$ cat src/rtl/cache_pkg.sv
// Shared types for the direct-mapped cache request controller.
// Row/put layouts match the single-cycle array this block drives.
package cache_pkg;

    localparam int TAG_W  = 18;
    localparam int IDX_W  = 12;
    localparam int DATA_W = 32;
    localparam int BE_W   = 4;
    localparam int SETS   = 1 << IDX_W;
    localparam int ROW_W  = TAG_W + DATA_W + 2;
    localparam int REQ_W  = BE_W + TAG_W + IDX_W + DATA_W + 3;

    typedef enum logic [1:0] {
        MSI_I = 2'b00,
        MSI_S = 2'b01,
        MSI_M = 2'b10
    } msi_e;

    typedef struct packed {
        logic [BE_W-1:0]   byte_en;
        logic [TAG_W-1:0]  tag;
        logic [IDX_W-1:0]  index;
        logic [DATA_W-1:0] data;
        logic              msi_valid;
        logic [1:0]        msi;
    } cache_req_t;

    typedef struct packed {
        logic [TAG_W-1:0]  tag;
        logic [DATA_W-1:0] data;
        logic [1:0]        msi;
    } cache_row_t;

    typedef enum logic [2:0] {
        ST_INIT,
        ST_IDLE,
        ST_LOOKUP,
        ST_WB,
        ST_RF_REQ,
        ST_RF_WAIT,
        ST_RESP
    } state_e;

endpackage

$ cat src/rtl/cache_ctrl_if.sv
// Core, memory and array-side signals of the cache controller.
// slave = controller side, master = environment side.
interface cache_ctrl_if;
    import cache_pkg::*;

    logic              core_req_valid;
    logic              core_req_ready;
    logic [31:0]       core_req_addr;
    logic [BE_W-1:0]   core_req_byte_en;
    logic [DATA_W-1:0] core_req_data;
    logic              core_resp_valid;
    logic              core_resp_ready;
    logic [DATA_W-1:0] core_resp_data;
    logic              mem_req_valid;
    logic              mem_req_ready;
    logic [31:0]       mem_req_addr;
    logic [BE_W-1:0]   mem_req_byte_en;
    logic [DATA_W-1:0] mem_req_data;
    logic              mem_resp_valid;
    logic              mem_resp_ready;
    logic [DATA_W-1:0] mem_resp_data;
    logic              cache_put_valid;
    cache_req_t        cache_put_request;
    logic [ROW_W-1:0]  cache_row;

    modport slave (
        input  core_req_valid, core_req_addr,
        input  core_req_byte_en, core_req_data,
        input  core_resp_ready,
        input  mem_req_ready, mem_resp_valid,
        input  mem_resp_data, cache_row,
        output core_req_ready, core_resp_valid,
        output core_resp_data,
        output mem_req_valid, mem_req_addr,
        output mem_req_byte_en, mem_req_data,
        output mem_resp_ready,
        output cache_put_valid, cache_put_request
    );

    modport master (
        output core_req_valid, core_req_addr,
        output core_req_byte_en, core_req_data,
        output core_resp_ready,
        output mem_req_ready, mem_resp_valid,
        output mem_resp_data, cache_row,
        input  core_req_ready, core_resp_valid,
        input  core_resp_data,
        input  mem_req_valid, mem_req_addr,
        input  mem_req_byte_en, mem_req_data,
        input  mem_resp_ready,
        input  cache_put_valid, cache_put_request
    );

endinterface

$ cat src/rtl/cache_addr_split.sv
// Splits a byte address into tag / set index / word offset.
// Shared with the array wrapper so both agree on the layout.
module cache_addr_split
    import cache_pkg::*;
(
    input  logic [31:0]      addr_i,
    output logic [TAG_W-1:0] tag_o,
    output logic [IDX_W-1:0] idx_o,
    output logic [1:0]       off_o
);

    assign tag_o = addr_i[31 -: TAG_W];
    assign idx_o = addr_i[IDX_W+1:2];
    assign off_o = addr_i[1:0];

endmodule

$ cat src/rtl/cache_ctrl.sv
// Request-side controller for a direct-mapped MSI cache array:
// hit/miss check, dirty writeback, refill and post-reset sweep.
module cache_ctrl
    import cache_pkg::*;
(
    input  logic        CLK,
    input  logic        RST,
    cache_ctrl_if.slave bus
);

    state_e            state_q;
    logic [IDX_W-1:0]  cnt_q;
    logic [IDX_W-1:0]  idx_q;
    logic [TAG_W-1:0]  tag_q;
    logic [BE_W-1:0]   be_q;
    logic [DATA_W-1:0] wdata_q;
    logic [DATA_W-1:0] rdata_q;

    logic [TAG_W-1:0]  in_tag;
    logic [IDX_W-1:0]  in_idx;
    logic [1:0]        in_off;

    cache_addr_split u_split (
        .addr_i (bus.core_req_addr),
        .tag_o  (in_tag),
        .idx_o  (in_idx),
        .off_o  (in_off)
    );

    logic unused_off;
    assign unused_off = ^in_off;

    cache_row_t row;
    logic       hit;
    logic       is_load;

    assign row     = bus.cache_row;
    assign hit     = (row.msi != MSI_I) && (row.tag == tag_q);
    assign is_load = (be_q == '0);

    cache_req_t        put;
    logic              put_v;
    logic              req_rdy;
    logic              resp_v;
    logic              mreq_v;
    logic              mresp_rdy;
    logic [31:0]       maddr;
    logic [BE_W-1:0]   mbe;
    logic [DATA_W-1:0] mdata;

    always_comb begin
        put.byte_en   = '0;
        put.tag       = tag_q;
        put.index     = idx_q;
        put.data      = wdata_q;
        put.msi_valid = 1'b0;
        put.msi       = MSI_I;
        put_v         = 1'b0;
        req_rdy       = 1'b0;
        resp_v        = 1'b0;
        mreq_v        = 1'b0;
        mresp_rdy     = 1'b0;
        maddr         = {tag_q, idx_q, 2'b00};
        mbe           = '0;
        mdata         = '0;
        unique case (state_q)
            ST_INIT: begin
                put_v         = 1'b1;
                put.byte_en   = '1;
                put.tag       = '0;
                put.index     = cnt_q;
                put.data      = '0;
                put.msi_valid = 1'b1;
                put.msi       = MSI_I;
                mresp_rdy     = 1'b1;
            end
            ST_IDLE: req_rdy = 1'b1;
            ST_LOOKUP: begin
                // store hit upgrades S to M without a bus transaction
                if (hit && !is_load) begin
                    put_v         = 1'b1;
                    put.byte_en   = be_q;
                    put.msi_valid = 1'b1;
                    put.msi       = MSI_M;
                end
            end
            ST_WB: begin
                mreq_v = 1'b1;
                maddr  = {row.tag, idx_q, 2'b00};
                mbe    = '1;
                mdata  = row.data;
            end
            ST_RF_REQ: mreq_v = 1'b1;
            ST_RF_WAIT: begin
                mresp_rdy = 1'b1;
                if (bus.mem_resp_valid) begin
                    put_v         = 1'b1;
                    put.byte_en   = '1;
                    put.data      = bus.mem_resp_data;
                    put.msi_valid = 1'b1;
                    put.msi       = MSI_S;
                end
            end
            ST_RESP: resp_v = 1'b1;
            default: ;
        endcase
    end

    assign bus.core_req_ready    = req_rdy & ~RST;
    assign bus.core_resp_valid   = resp_v & ~RST;
    assign bus.core_resp_data    = RST ? '0 : rdata_q;
    assign bus.mem_req_valid     = mreq_v & ~RST;
    assign bus.mem_req_addr      = maddr;
    assign bus.mem_req_byte_en   = mbe;
    assign bus.mem_req_data      = mdata;
    assign bus.mem_resp_ready    = mresp_rdy & ~RST;
    assign bus.cache_put_valid   = put_v & ~RST;
    assign bus.cache_put_request = put;

    always_ff @(posedge CLK) begin
        if (RST) begin
            state_q <= ST_INIT;
            cnt_q   <= '0;
            idx_q   <= '0;
            tag_q   <= '0;
            be_q    <= '0;
            wdata_q <= '0;
            rdata_q <= '0;
        end else begin
            unique case (state_q)
                ST_INIT: begin
                    cnt_q <= cnt_q + 1'b1;
                    if (cnt_q == '1) state_q <= ST_IDLE;
                end
                ST_IDLE: begin
                    if (bus.core_req_valid) begin
                        tag_q   <= in_tag;
                        idx_q   <= in_idx;
                        be_q    <= bus.core_req_byte_en;
                        wdata_q <= bus.core_req_data;
                        state_q <= ST_LOOKUP;
                    end
                end
                ST_LOOKUP: begin
                    if (hit) begin
                        rdata_q <= is_load ? row.data : '0;
                        state_q <= ST_RESP;
                    end else if (row.msi == MSI_M) begin
                        state_q <= ST_WB;
                    end else begin
                        state_q <= ST_RF_REQ;
                    end
                end
                ST_WB: begin
                    if (bus.mem_req_ready) state_q <= ST_RF_REQ;
                end
                ST_RF_REQ: begin
                    if (bus.mem_req_ready) state_q <= ST_RF_WAIT;
                end
                ST_RF_WAIT: begin
                    if (bus.mem_resp_valid) state_q <= ST_LOOKUP;
                end
                ST_RESP: begin
                    if (bus.core_resp_ready) state_q <= ST_IDLE;
                end
                default: state_q <= ST_INIT;
            endcase
        end
    end

endmodule

$ cat src/flat_wrapper.sv
// flat-port wrapper written by rule: the top's interface ports become plain ports
module cache_ctrl_flat import cache_pkg::*;
  (CLK, RST, bus_core_req_valid, bus_core_req_addr, bus_core_req_byte_en, bus_core_req_data, bus_core_resp_ready, bus_mem_req_ready, bus_mem_resp_valid, bus_mem_resp_data, bus_cache_row, bus_core_req_ready, bus_core_resp_valid, bus_core_resp_data, bus_mem_req_valid, bus_mem_req_addr, bus_mem_req_byte_en, bus_mem_req_data, bus_mem_resp_ready, bus_cache_put_valid, bus_cache_put_request);
  cache_ctrl_if bus_i ();
  input  logic CLK;
  input  logic RST;
  input wire logic [$bits(bus_i.core_req_valid)-1:0] bus_core_req_valid;
  input wire logic [$bits(bus_i.core_req_addr)-1:0] bus_core_req_addr;
  input wire logic [$bits(bus_i.core_req_byte_en)-1:0] bus_core_req_byte_en;
  input wire logic [$bits(bus_i.core_req_data)-1:0] bus_core_req_data;
  input wire logic [$bits(bus_i.core_resp_ready)-1:0] bus_core_resp_ready;
  input wire logic [$bits(bus_i.mem_req_ready)-1:0] bus_mem_req_ready;
  input wire logic [$bits(bus_i.mem_resp_valid)-1:0] bus_mem_resp_valid;
  input wire logic [$bits(bus_i.mem_resp_data)-1:0] bus_mem_resp_data;
  input wire logic [$bits(bus_i.cache_row)-1:0] bus_cache_row;
  output wire logic [$bits(bus_i.core_req_ready)-1:0] bus_core_req_ready;
  output wire logic [$bits(bus_i.core_resp_valid)-1:0] bus_core_resp_valid;
  output wire logic [$bits(bus_i.core_resp_data)-1:0] bus_core_resp_data;
  output wire logic [$bits(bus_i.mem_req_valid)-1:0] bus_mem_req_valid;
  output wire logic [$bits(bus_i.mem_req_addr)-1:0] bus_mem_req_addr;
  output wire logic [$bits(bus_i.mem_req_byte_en)-1:0] bus_mem_req_byte_en;
  output wire logic [$bits(bus_i.mem_req_data)-1:0] bus_mem_req_data;
  output wire logic [$bits(bus_i.mem_resp_ready)-1:0] bus_mem_resp_ready;
  output wire logic [$bits(bus_i.cache_put_valid)-1:0] bus_cache_put_valid;
  output wire logic [$bits(bus_i.cache_put_request)-1:0] bus_cache_put_request;
  assign bus_i.core_req_valid = bus_core_req_valid;
  assign bus_i.core_req_addr = bus_core_req_addr;
  assign bus_i.core_req_byte_en = bus_core_req_byte_en;
  assign bus_i.core_req_data = bus_core_req_data;
  assign bus_i.core_resp_ready = bus_core_resp_ready;
  assign bus_i.mem_req_ready = bus_mem_req_ready;
  assign bus_i.mem_resp_valid = bus_mem_resp_valid;
  assign bus_i.mem_resp_data = bus_mem_resp_data;
  assign bus_i.cache_row = bus_cache_row;
  assign bus_core_req_ready = bus_i.core_req_ready;
  assign bus_core_resp_valid = bus_i.core_resp_valid;
  assign bus_core_resp_data = bus_i.core_resp_data;
  assign bus_mem_req_valid = bus_i.mem_req_valid;
  assign bus_mem_req_addr = bus_i.mem_req_addr;
  assign bus_mem_req_byte_en = bus_i.mem_req_byte_en;
  assign bus_mem_req_data = bus_i.mem_req_data;
  assign bus_mem_resp_ready = bus_i.mem_resp_ready;
  assign bus_cache_put_valid = bus_i.cache_put_valid;
  assign bus_cache_put_request = bus_i.cache_put_request;
  cache_ctrl u_core (.CLK(CLK), .RST(RST), .bus(bus_i));
endmodule
$ cat config.mk
export PLATFORM = sky130hd
export DESIGN_NAME = cache_ctrl_flat
export DESIGN_NICKNAME = d
export VERILOG_FILES = /design/src/rtl/cache_pkg.sv /design/src/rtl/cache_ctrl_if.sv /design/src/rtl/cache_addr_split.sv /design/src/rtl/cache_ctrl.sv /design/src/flat_wrapper.sv
export SDC_FILE = /design/constraint.sdc
export NUM_CORES = 1
export LEC_CHECK = 0
export BUFFER_PORTS_ARGS = -buffer_cell sky130_fd_sc_hd__buf_2
export CORE_AREA = 2 2 129 131
export CTS_BUF_LIST = sky130_fd_sc_hd__clkbuf_4 sky130_fd_sc_hd__clkbuf_8
export DETAILED_ROUTE_END_ITERATION = 12
export DIE_AREA = 0 0 131 133
export PLACE_DENSITY_LB_ADDON = 0.1
export SYNTH_ARGS = -nofsm -noshare
export SYNTH_HDL_FRONTEND = slang
export SYNTH_SLANG_ARGS = --single-unit
$ cat constraint.sdc
create_clock -name CLK -period 2.8 [get_ports CLK]
set_input_delay 0.42 -clock CLK [delete_from_list [all_inputs] [get_ports CLK]]
set_output_delay 0.42 -clock CLK [all_outputs]
set_load 0.01 [all_outputs]
# Word level (Yosys, flattened, before mapping)
# Cells that the tools add are included.
# totals
out_inout_bits,174
regBits,113
in_bits,158
word_cells,69
# classes
eq_ne,15
n_reduce_logical,11
n_addsub,1
bitwise_logic,6
muxes,29
# ops
op,count
32-bit 2-to-1 mux,4
32-bit case mux with 2 select lines,1
35-bit 2-to-1 mux,1
30-bit 2-to-1 mux,1
3-bit 2-to-1 mux,9
3-bit case mux with 7 select lines,1
18-bit equality test,1
12-bit by 1-bit adder with 12-bit output (second input constant),1
12-bit equality test (second input constant),1
4-bit 2-to-1 mux,3
4-bit case mux with 3 select lines,1
2-bit inequality test (second input constant),5
3-bit equality test (second input constant),3
3-bit case mux with 3 select lines,1
3-bit by 2-bit equality test with 1-bit output (second input constant),2
1-bit 2-to-1 mux,6
6-bit AND reduction,1
1-bit bitwise AND,5
4-bit zero test,1
2-bit AND reduction,2
2-bit OR reduction,2
3-bit by 1-bit equality test with 1-bit output (second input constant),1
3-bit zero test,1
1-bit case mux with 3 select lines,1
other kinds (6),7

# Longest topological paths before layout
# Gate-level depths: netlist of run 1.
# depth
word_depth,6
depth_mapped,7
depth_no_buf,6

# Modules after synthesis
# From an unflattened synthesis of run 1, not the netlist that was laid out.
# unflattened
cells_unflattened,747
hier_area_um2,6206.0
# modules_own_cells
mod,cells_each,seq_area_each_um2,area_each_um2,n_inst
cache_ctrl,715,2262.2,5965.7,1
cache_addr_split,32,0.0,240.2,1

# Worst setup path after synthesis of run 1
# No wires, ideal clock.
# synth_timing
path_type,input -> output
from,in bus_cache_row[39]
to,out bus_cache_put_valid
path_buffers,1
path_stages,6
required_ns,2.380
arrival_time_ns,1.792
slack_ns,0.588
path_cell_list,xnor2_1 -> nand2_1 -> or4_1 -> nor4_4 -> buf_6 -> o2bb2ai_1
# synth_via
elab_chain_cells,6
# synth_lines
item,line,text
start: declaration,flat_wrapper.sv:15,input wire logic [$bits(bus_i.cache_row)-1:0] bus_cache_row;
18-bit equality test,cache_ctrl.sv:38,assign hit = (row.msi != MSI_I) && (row.tag == tag_q);
1-bit logical AND,cache_ctrl.sv:38,
1-bit logical AND,cache_ctrl.sv:80,if (hit && !is_load) begin
1-bit 2-to-1 mux,cache_ctrl.sv:80,
1-bit case mux with 3 select lines,cache_ctrl.sv:66,unique case (state_q)
1-bit bitwise AND,cache_ctrl.sv:117,assign bus.cache_put_valid = put_v & ~RST;
end: declaration,flat_wrapper.sv:24,output wire logic [$bits(bus_i.cache_put_valid)-1:0] bus_cache_put_valid;
# Every way passes these cells.

# Worst setup path after layout of run 1
# layout_timing
from,reg u_core.tag_q[11]
to,out bus_cache_put_request[65]
# layout_via
elab_chain_cells,5
# layout_lines
item,line,text
start: declaration,cache_ctrl.sv:14,logic [TAG_W-1:0] tag_q;
start signal: assignment,cache_ctrl.sv:137,tag_q <= in_tag;
18-bit equality test,cache_ctrl.sv:38,
1-bit logical AND,cache_ctrl.sv:38,
1-bit logical AND,cache_ctrl.sv:80,
4-bit 2-to-1 mux,cache_ctrl.sv:80,
4-bit case mux with 3 select lines,cache_ctrl.sv:66,
end: declaration,flat_wrapper.sv:25,output wire logic [$bits(bus_i.cache_put_request)-1:0] bus_cache_put_request;
# Every way passes these cells.

==> results.toml, run 1 <==
[detailed_routing]
firstDrtPassIters = 4
antenna_left = 0
vias_per_cell = 4.76
drc = 0
routedWlPerCell_um = 15.0
finalWirelength_mm = 18.8
num_vias = 5982
drt-initial-drc-count = 182

[sta]
finClkSkew_ns = 0.00987
final_max_slew_viol_count = 0
period_share_pct = 94.3
clock.fmax_mhz = 379
worst_pin_slew_ns = 0.921
slew_headroom_pct = 37.8
rsz0062_at_grt = "false"
finalSetupTns_ns = 0
setup_viol = 0
hold_viol = 0
hold_ws_ns = 0.224
post-route-min-period_ns = 2.64

[power]
power_density_nw_per_um2 = 641
p_leak_nw = 4.05
power_mw = 5.26
peakVddDrop_mv = 0.285

[floorplanning]
die_x_um = 131
fp.dieH_um = 133
io_pins = 332
rows = 47
dieArea_um2 = 17400
coreArea_um2 = 16200
initial_utilization_pct = 36.5

[grt]
grt_max_degree = 55
grt.overflow.total = 0
use_met3_pct = 5.66
grt_pass1_vias = 5370
grt_busiest_layer = "met2"
met1_usage_pct = 25.2
grt_pass1_wl_mm = 28.2
antenna_found_initial = 3
grt.met2_usage_pct = 36.0
grt_usage_pct = 20.9

[layout]
syn2layout_area_growth_pct = 38.8
drive_above_1_share_pct = 44.1
fillers = 1618
nets = 1181

[critical_path]
worst-endpoint-required_ns = 2.38
endpoint_kind = "output pin"
critical_path_class = "reg -> out"
cp_max_fo = 5
start_kind = "flop"
startpoint = "u_core.tag_q[11]$_SDFFE_PP0P_"
worstPathArrival_ns = 2.22
r2r_start = "u_core.tag_q[11]$_SDFFE_PP0P_"

[clock_tree]
htree_levels = 4
clkTransAtPathRegs_ns = 0.07
numCtsBuffers = 17
cts_root_buf = "clkbuf_8"
max-clock-path-buffers = 2
cts.sinks = 113
cts-hold-fix-buffers = 0
clock_latency_ns = 0.42
cts_tree = "built"

[outcome]
status = "complete, no violations"

[run]
drv_cap = 0

[yosys]
synth_cell_types = 40
synth.area.top_cells = "dfxtp_1 (38%), mux2_2 (11%), nand2_1 (9.1%)"
ys.flop_type = "dfxtp_1"
synth-seq-cells = 113
avgSynthCellArea_um2 = 8.30
yosys_warnings = 0
netlist.top_cell.by_area = "dfxtp_1"
syn_inst = 711
synth_top_area_share_pct = 38.3
async_flop_share_pct = 0
ys_seq_area_share_pct = 38.3
syn_area_um2 = 5900
synth_edf_count = 0

[placed_design]
place.gp.congestion = 0.816
post-dp-hpwl_mm = 13.8
io_buffers = 327

[worst_hold_path]
hold_class = "in -> reg"
hp-start = "bus_core_req_addr[25]"
timing repair:
action                                  CTS  global route
cloned                                    1             0
gates resized for setup                   4             3
setup buffers                             3             0
endpoints found under the setup margin    4             8
pin swaps                                 4             1
layer usage:
metal	up-vias	wire length (µm)	share of wire, %
li1	3028	-	-
met1	2729	8040	43
met2	206	9230	49
met3	17	1360	7.2
met4	2	196	1.0
met5	-	13	0.069
worst max-delay path: stages, from the launching register on:
cell and delay, ns:
dfxtp_2 0.36, xnor2_1 0.12, nand2_1 0.10, or4_4 0.56, nor4_4 0.25, buf_12 0.16
a21o_1 0.11, buf_2 0.12
flip-flops by register name, summed over array words and instances (netlist names):
signal and count:
u_core.rdata_q 32, u_core.wdata_q 32, u_core.tag_q 18, u_core.cnt_q 12, u_core.idx_q 12, u_core.be_q 4
u_core.state_q 3
per-stage QoR:
stage / cells / cell area, µm² / setup slack (ns) / util, %
after floorplan: 712 / 5910 / 0.588 / -
after global placement: 1219 / 7730 / 0.249 / 47.8
after detailed placement: 1219 / 7730 / 0.250 / 47.8
after CTS: 1254 / 8180 / 0.000326 / 50.6
after global routing: 1254 / 8190 / 0.00559 / 50.6
final: 1256 / 8190 / 0.160 / 50.7
cells by family after synthesis:
| logic type | synth area share (%) |
|---|---|
| muxes | 12.4 |
| buffers and inverters | 5.09 |
| xor gates and xnor gates | 4.15 |
| adders and majority gates | 0.212 |
| DFF | 38.3 |
| other | 0.0635 |
| and+or+nand+nor | 27.2 |
| AOI/OAI and AO/OA | 12.6 |
report_power, final:
group	leakage, nW	switching (mW)	internal, mW	total [mW]
Combinational	2.93	1.11	0.776	1.88
Clock	0.205	0.657	0.861	1.52
Sequential	0.915	0.122	1.73	1.85
final timing paths:
| kind | slack, ns | cells after the start | end |
|---|---|---|---|
| setup reg to reg | 0.28 | 9 | u_core.rdata_q[24]$_SDFFE_PP0P_ |
| hold / removal | 0.22 | 3 | u_core.tag_q[11]$_SDFFE_PP0P_ |
| setup / recovery | 0.16 | 7 | bus_cache_put_request[65] |
| hold reg to reg | 0.46 | 2 | u_core.wdata_q[6]$_SDFFE_PP0P_ |
cell usage after synthesis (9+ instances only):
library cell,number
xnor2_1,24
nor2_1,20
a22o_1,32
dfxtp_1,113
nand2_1,143
and2_1,33
nor2b_1,54
mux2_2,58
clkbuf_1,47
and3_1,33
a21oi_1,71
nand4_1,9
placed cells by master (no fill, tap or decap), types with 9 or more instances in the layout:
cell type | Yosys | layout
a21oi_1 | 71 | 71
a22o_1 | 32 | 32
and2_1 | 33 | 33
and3_1 | 33 | 33
buf_2 | 3 | 326
buf_4 | 6 | 24
clkbuf_8 | 0 | 20
dfxtp_1 | 113 | 110
mux2_2 | 58 | 58
nand2_1 | 143 | 143
nand4_1 | 9 | 9
nor2_1 | 20 | 15
nor2b_1 | 54 | 53
xnor2_1 | 24 | 24
layout make-up:
class / instances / area (µm²) / area share, %
well taps: 220 / 275 / 3.36
flip-flops and latches: 113 / 2270 / 27.7
diodes: 2 / 5.00 / 0.0611
clock inverters: 10 / 110 / 1.34
multi-input cells: 534 / 3380 / 41.2
repair buffers: 352 / 1860 / 22.8
inverters: 4 / 15.0 / 0.183
clock buffers: 21 / 283 / 3.45
(Power assumes the default switching activity.)
==> run 2: changes to the inputs <==
==> constraint.sdc (replaced) <==
create_clock -name CLK -period 2.8 [get_ports CLK]
set_input_delay 0.56 -clock CLK [delete_from_list [all_inputs] [get_ports CLK]]
set_output_delay 0.56 -clock CLK [all_outputs]
set_load 0.01 [all_outputs]
==> run 2 against run 1 <==
The run now ends with setup timing left. First-iteration DRC count grew 3.8%. Setup slack lost 0.22 ns. Routed wire length is 0.52% lower. Cell count down 0.24%. Critical path depth unchanged. Final area grew 0.81%. Worst hold slack better by 0.13 ns. Die area stayed put. Sequential power hardly changed. Count of clock-buffer cells in the layout grew 1. Clock power up 13%. Critical path type unchanged. Critical endpoint is now bus_cache_put_request[67]. Largest cell class unchanged.
==> results.toml, run 2 (same netlist as run 1, synthesis figures left out) <==
[outcome]
status = "finished with violations"
violations = "setup timing"

[clock_tree]
htree_levels = 4
clock_latency_ns = 0.43
cts-hold-fix-buffers = 0
cts.sinks = 113
numCtsBuffers = 17
clkTransAtPathRegs_ns = 0.07
cts_tree = "built"
cts_root_buf = "clkbuf_8"
max-clock-path-buffers = 2

[critical_path]
endpoint_kind = "output pin"
cp_max_fo = 5
start_kind = "flop"
worstPathArrival_ns = 2.30
worst-endpoint-required_ns = 2.24
critical_path_class = "reg -> out"

[layout]
layout_commonest_cell = "buf_2"
fillers = 1645
instances_no_fill = 1253
nets = 1177
top_regs = "u_core.rdata_q (32), u_core.wdata_q (32), u_core.tag_q (18)"
layout_common_cells = "buf_2 (326), nand2_1 (143), dfxtp_1 (106), a21oi_1 (71), mux2_2 (58)"
syn2layout_area_growth_pct = 39.9
design_area_um2 = 8260
drive_above_1_share_pct = 44.6

[sta]
period_share_pct = 102
post-route-min-period_ns = 2.86
setup_viol = 4
setup_slack_ns = -0.0615
finalSetupTns_ns = -0.219
hold_viol = 0
final_max_slew_viol_count = 0
slew_headroom_pct = 47.5
clock.fmax_mhz = 349
finClkSkew_ns = 0.00975
worst_pin_slew_ns = 0.777
rsz0062_at_grt = "true"

[floorplanning]
initial_utilization_pct = 36.5
coreArea_um2 = 16200
rows = 47
io_pins = 332
die_x_um = 131
dieArea_um2 = 17400
fp.dieH_um = 133

[power]
pwr-share-comb_pct = 34.8
peakVddDrop_mv = 0.341
p_seq_share_pct = 33.8
switching_share_pct = 34.9
switchingPower_mw = 1.90
clock_power_share_pct = 31.4
power_density_nw_per_um2 = 661
intPower_mw = 3.55
p_leak_nw = 4.08

[detailed_routing]
finalWirelength_mm = 18.7
drc = 0
firstDrtPassIters = 4
antenna_left = 0
vias_per_cell = 4.72
drt-initial-drc-count = 189
num_vias = 5910
routedWlPerCell_um = 15.0

[run]
drv_cap = 0

[placed_design]
place.gp.congestion = 0.821
io_buffers = 327
pre_cts_slack_ns = 0.0670
dp.cells = 1217
post-dp-hpwl_mm = 13.6
placed_area_um2 = 7740

[grt]
grt_usage_pct = 20.9
antenna_found_initial = 3
grt_pass1_wl_mm = 28.5
grt_max_degree = 57
grt.overflow.total = 0
grt_pass1_vias = 5408

[worst_hold_path]
hold_class = "in -> reg"
## run 2: changes by cell type in the layout (fill, tap and decap cells not counted), moves of 2 or more
cell       before  now
dfxtp_4         0    3
clkbuf_4        1    3
xnor2_2         0    4
bufinv_16       2    4
xnor2_1        24   20
buf_6           0    2
buf_12          1    3
dfxtp_1       110  106
buf_4          24   17
## run 2: metal layers
layer | wire (µm) | global-route usage [%]
met1 | 7940 | 25.0
met2 | 9140 | 35.6
met3 | 1310 | 5.82
met4 | 344 | 7.74
met5 | 13 | 0
## run 2: area by class of cell
type / instances / area [µm²] / share of cell area [%]
antenna: 2 / 5.00 / 0.0606
clock buffer: 22 / 284 / 3.44
clock inverter: 10 / 158 / 1.91
inverter: 4 / 15.0 / 0.182
multi-input combinational: 534 / 3400 / 41.2
sequential: 113 / 2280 / 27.6
tap: 220 / 275 / 3.33
timing repair buffer: 348 / 1840 / 22.3
## run 2: worst max-delay path, cell delays in order, from the launching register on
cell,delay (ns)
dfxtp_4,0.36
xnor2_2,0.13
nand2_1,0.10
or4_4,0.55
nor4_4,0.32
buf_6,0.17
a21o_1,0.12
buf_2,0.12
## run 2: power by group through the flow
stage / sequential, mW / combinational [mW] / clock, mW
2_1_floorplan: 1.84 / 1.21 / 0
3_3_place_gp: 1.88 / 1.89 / 0
3_5_place_dp: 1.88 / 1.89 / 0
4_1_cts: 1.84 / 1.91 / 1.76
5_1_grt: 1.86 / 2.10 / 1.83
6_report: 1.84 / 1.90 / 1.72
## run 2: worst paths after layout
path / from / slack (ns) / endpoint / cells after the start
worst max-delay path: u_core.tag_q[17]$_SDFFE_PP0P_ / -0.06 / bus_cache_put_request[67] / 7
worst min-delay path: bus_core_req_addr[6] / 0.36 / u_core.idx_q[4]$_SDFFE_PP0P_ / 3
worst max register to register: u_core.tag_q[17]$_SDFFE_PP0P_ / 0.27 / u_core.rdata_q[31]$_SDFFE_PP0P_ / 8
worst min register to register: u_core.wdata_q[6]$_SDFFE_PP0P_ / 0.46 / u_core.wdata_q[6]$_SDFFE_PP0P_ / 2
## run 2: repair_timing
item | 4_1_cts | 5_1_grt
gates resized for setup | 7 | 12
setup endpoints to repair | 5 | 15
buffers inserted | 1 | 1
pin swaps | 0 | 8
## run 2: stage by stage
stage / power, mW / hold WS (ns) / utilization (%)
2_1_floorplan: 3.05 / 0.437 / -
3_3_place_gp: 3.76 / 0.448 / 47.8
3_5_place_dp: 3.77 / 0.450 / 47.8
4_1_cts: 5.51 / 0.323 / 50.7
5_1_grt: 5.79 / 0.335 / 51.0
6_report: 5.46 / 0.359 / 51.1
==> run 3: changes to the inputs <==
- CORE_AREA: 2 2 129 131 -> 4 4 127 129
==> run 3 against run 2 <==
The run now ends clean. Worst hold slack improved by 0.0047 ns. Power down 4.4%. Non-clock buffer count grew 4. Sequential share of layout area is 0.37 points higher. Maximum frequency grew 5.4%. Die area stayed put. Count of clock-buffer cells in the layout up 4. Register-to-register slack gained 0.15 ns. Critical path type unchanged.
==> results.toml, run 3 (same netlist as run 1, synthesis figures left out) <==
[outcome]
status = "complete, no violations"

[layout]
drive_above_1_share_pct = 44.9
layout_commonest_cell = "buf_2"
instances_no_fill = 1223
design_area_um2 = 8180
final_core_utilization_pct = 54.4
fillers = 1510
top_regs = "u_core.rdata_q (32), u_core.wdata_q (32), u_core.tag_q (18)"
syn2layout_area_growth_pct = 38.6
nets = 1181
layout_common_cells = "buf_2 (326), nand2_1 (143), dfxtp_1 (106), a21oi_1 (71), mux2_2 (58)"

[grt]
grt_usage_pct = 21.1
grt_pass1_vias = 5625
grt.met2_usage_pct = 35.1
grt_pass1_wl_mm = 29.0
grt.overflow.total = 0
met1_usage_pct = 25.7
grt_busiest_layer = "met2"
use_met3_pct = 6.14
antenna_found_initial = 1
grt_max_degree = 67

[critical_path]
critical_path_class = "reg -> out"
path_cells = "xnor2_2, nand2_1, or4_4, nor4_4, buf_6, a21o_1, buf_2"
crit_buf_inv = 2
worst-endpoint-required_ns = 2.24
cp_max_fo = 5
start_kind = "flop"
worstPathArrival_ns = 2.16
cpMaxStageDelayCell = "or4_4"
endpoint_kind = "output pin"
cp_slowest_stage_delay_ns = 0.56
crit_family = "simple AND/OR/NAND/NOR gates"

[clock_tree]
htree_levels = 4
cts_tree = "built"
clock_latency_ns = 0.42
cts.sinks = 113
max-clock-path-buffers = 2
numCtsBuffers = 17
cts_root_buf = "clkbuf_8"
clkTransAtPathRegs_ns = 0.07
cts-hold-fix-buffers = 0

[placed_design]
dp.cells = 1185
place.gp.congestion = 0.838
post-dp-hpwl_mm = 14.0
placed_area_um2 = 7660
io_buffers = 327

[detailed_routing]
antenna_left = 0
drt-initial-drc-count = 237
firstDrtPassIters = 4
vias_per_cell = 4.88
routedWlPerCell_um = 15.8
finalWirelength_mm = 19.3
drc = 0
num_vias = 5965

[sta]
clock.fmax_mhz = 368
period_share_pct = 97.0
slew_headroom_pct = 50.7
finClkSkew_ns = 0.00608
hold_ws_ns = 0.364
hold_viol = 0
setup_viol = 0
post-route-min-period_ns = 2.72
worst_pin_slew_ns = 0.730
rsz0062_at_grt = "true"
final_max_slew_viol_count = 0

[floorplanning]
initial_utilization_pct = 39.3
fp.dieH_um = 133
dieArea_um2 = 17400
rows = 45
coreArea_um2 = 15000
die_x_um = 131
io_pins = 332

[power]
peakVddDrop_mv = 0.335
power_density_nw_per_um2 = 638
p_leak_nw = 4.07

[worst_hold_path]
hold_class = "in -> reg"

[run]
drv_cap = 0
run 3: cell count changes in the layout (fill, tap and decap cells not counted), moves of 2 or more:
cell       previous run  this run
buf_4                17        25
clkbuf_8             19        23
buf_12                3         0
bufinv_16             4         1
dfxtp_2               4         1
dfxtp_4               3         6
xnor2_1              20        17
xnor2_2               4         7
clkinv_4              2         0
nor2_1               15        17
nor2_2                4         2
o21ai_0               6         4
o21ai_1               0         2
run 3: worst paths after layout:
kind / startpoint / endpoint / slack (ns) / cells after the start
max: u_core.tag_q[12]$_SDFFE_PP0P_ / bus_cache_put_request[68] / 0.08 / 7
min: bus_core_req_addr[14] / u_core.tag_q[0]$_SDFFE_PP0P_ / 0.36 / 3
max reg2reg: u_core.tag_q[12]$_SDFFE_PP0P_ / u_core.rdata_q[12]$_SDFFE_PP0P_ / 0.42 / 8
min reg2reg: u_core.wdata_q[14]$_SDFFE_PP0P_ / u_core.wdata_q[14]$_SDFFE_PP0P_ / 0.45 / 2
run 3: power by group:
group          total, mW  internal [mW]  switching [mW]
combinational       1.91          0.764            1.15
clock               1.48          0.864           0.617
sequential          1.83           1.73          0.0969
total               5.22           3.36            1.86
run 3: layout make-up:
type | instances | area [µm²] | area share, %
Sequential cell | 113 | 2290 | 27.9
Inverter | 4 | 15.0 | 0.184
Timing Repair Buffer | 352 | 1830 | 22.4
Multi-Input combinational cell | 534 | 3420 | 41.8
Tap cell | 188 | 235 | 2.88
Antenna cell | 1 | 2.50 | 0.0306
Clock buffer | 26 | 339 | 4.15
Clock inverter | 5 | 50.0 | 0.612
run 3: metal layers:
| layer | vias to the layer above | routed length (µm) |
|---|---|---|
| li1 | 3029 | - |
| met1 | 2682 | 7910 |
| met2 | 240 | 9500 |
| met3 | 14 | 1640 |
| met4 | 0 | 242 |
| met5 | - | 0 |
run 3: worst min-delay path, cell delays in order:
cell	delay (ns)
buf_2	0.09
nand2_1	0.04
a21oi_1	0.05
run 3: through the flow:
| step | power [mW] | setup slack, ns | TNS (ns) |
|---|---|---|---|
| after floorplan | 3.05 | 0.308 | 0 |
| final | 5.22 | 0.0839 | 0 |
| after global placement | 3.76 | 0.119 | 0 |
| after detailed placement | 3.76 | 0.115 | 0 |
| after global routing | 5.54 | -0.0265 | -0.0501 |
| after CTS | 5.29 | -0.0202 | -0.0604 |
run 3: timing repair:
action,CTS,global route
setup buffers,5,1
setup endpoints to repair,4,6
pin swaps,11,9
resized for setup,13,11
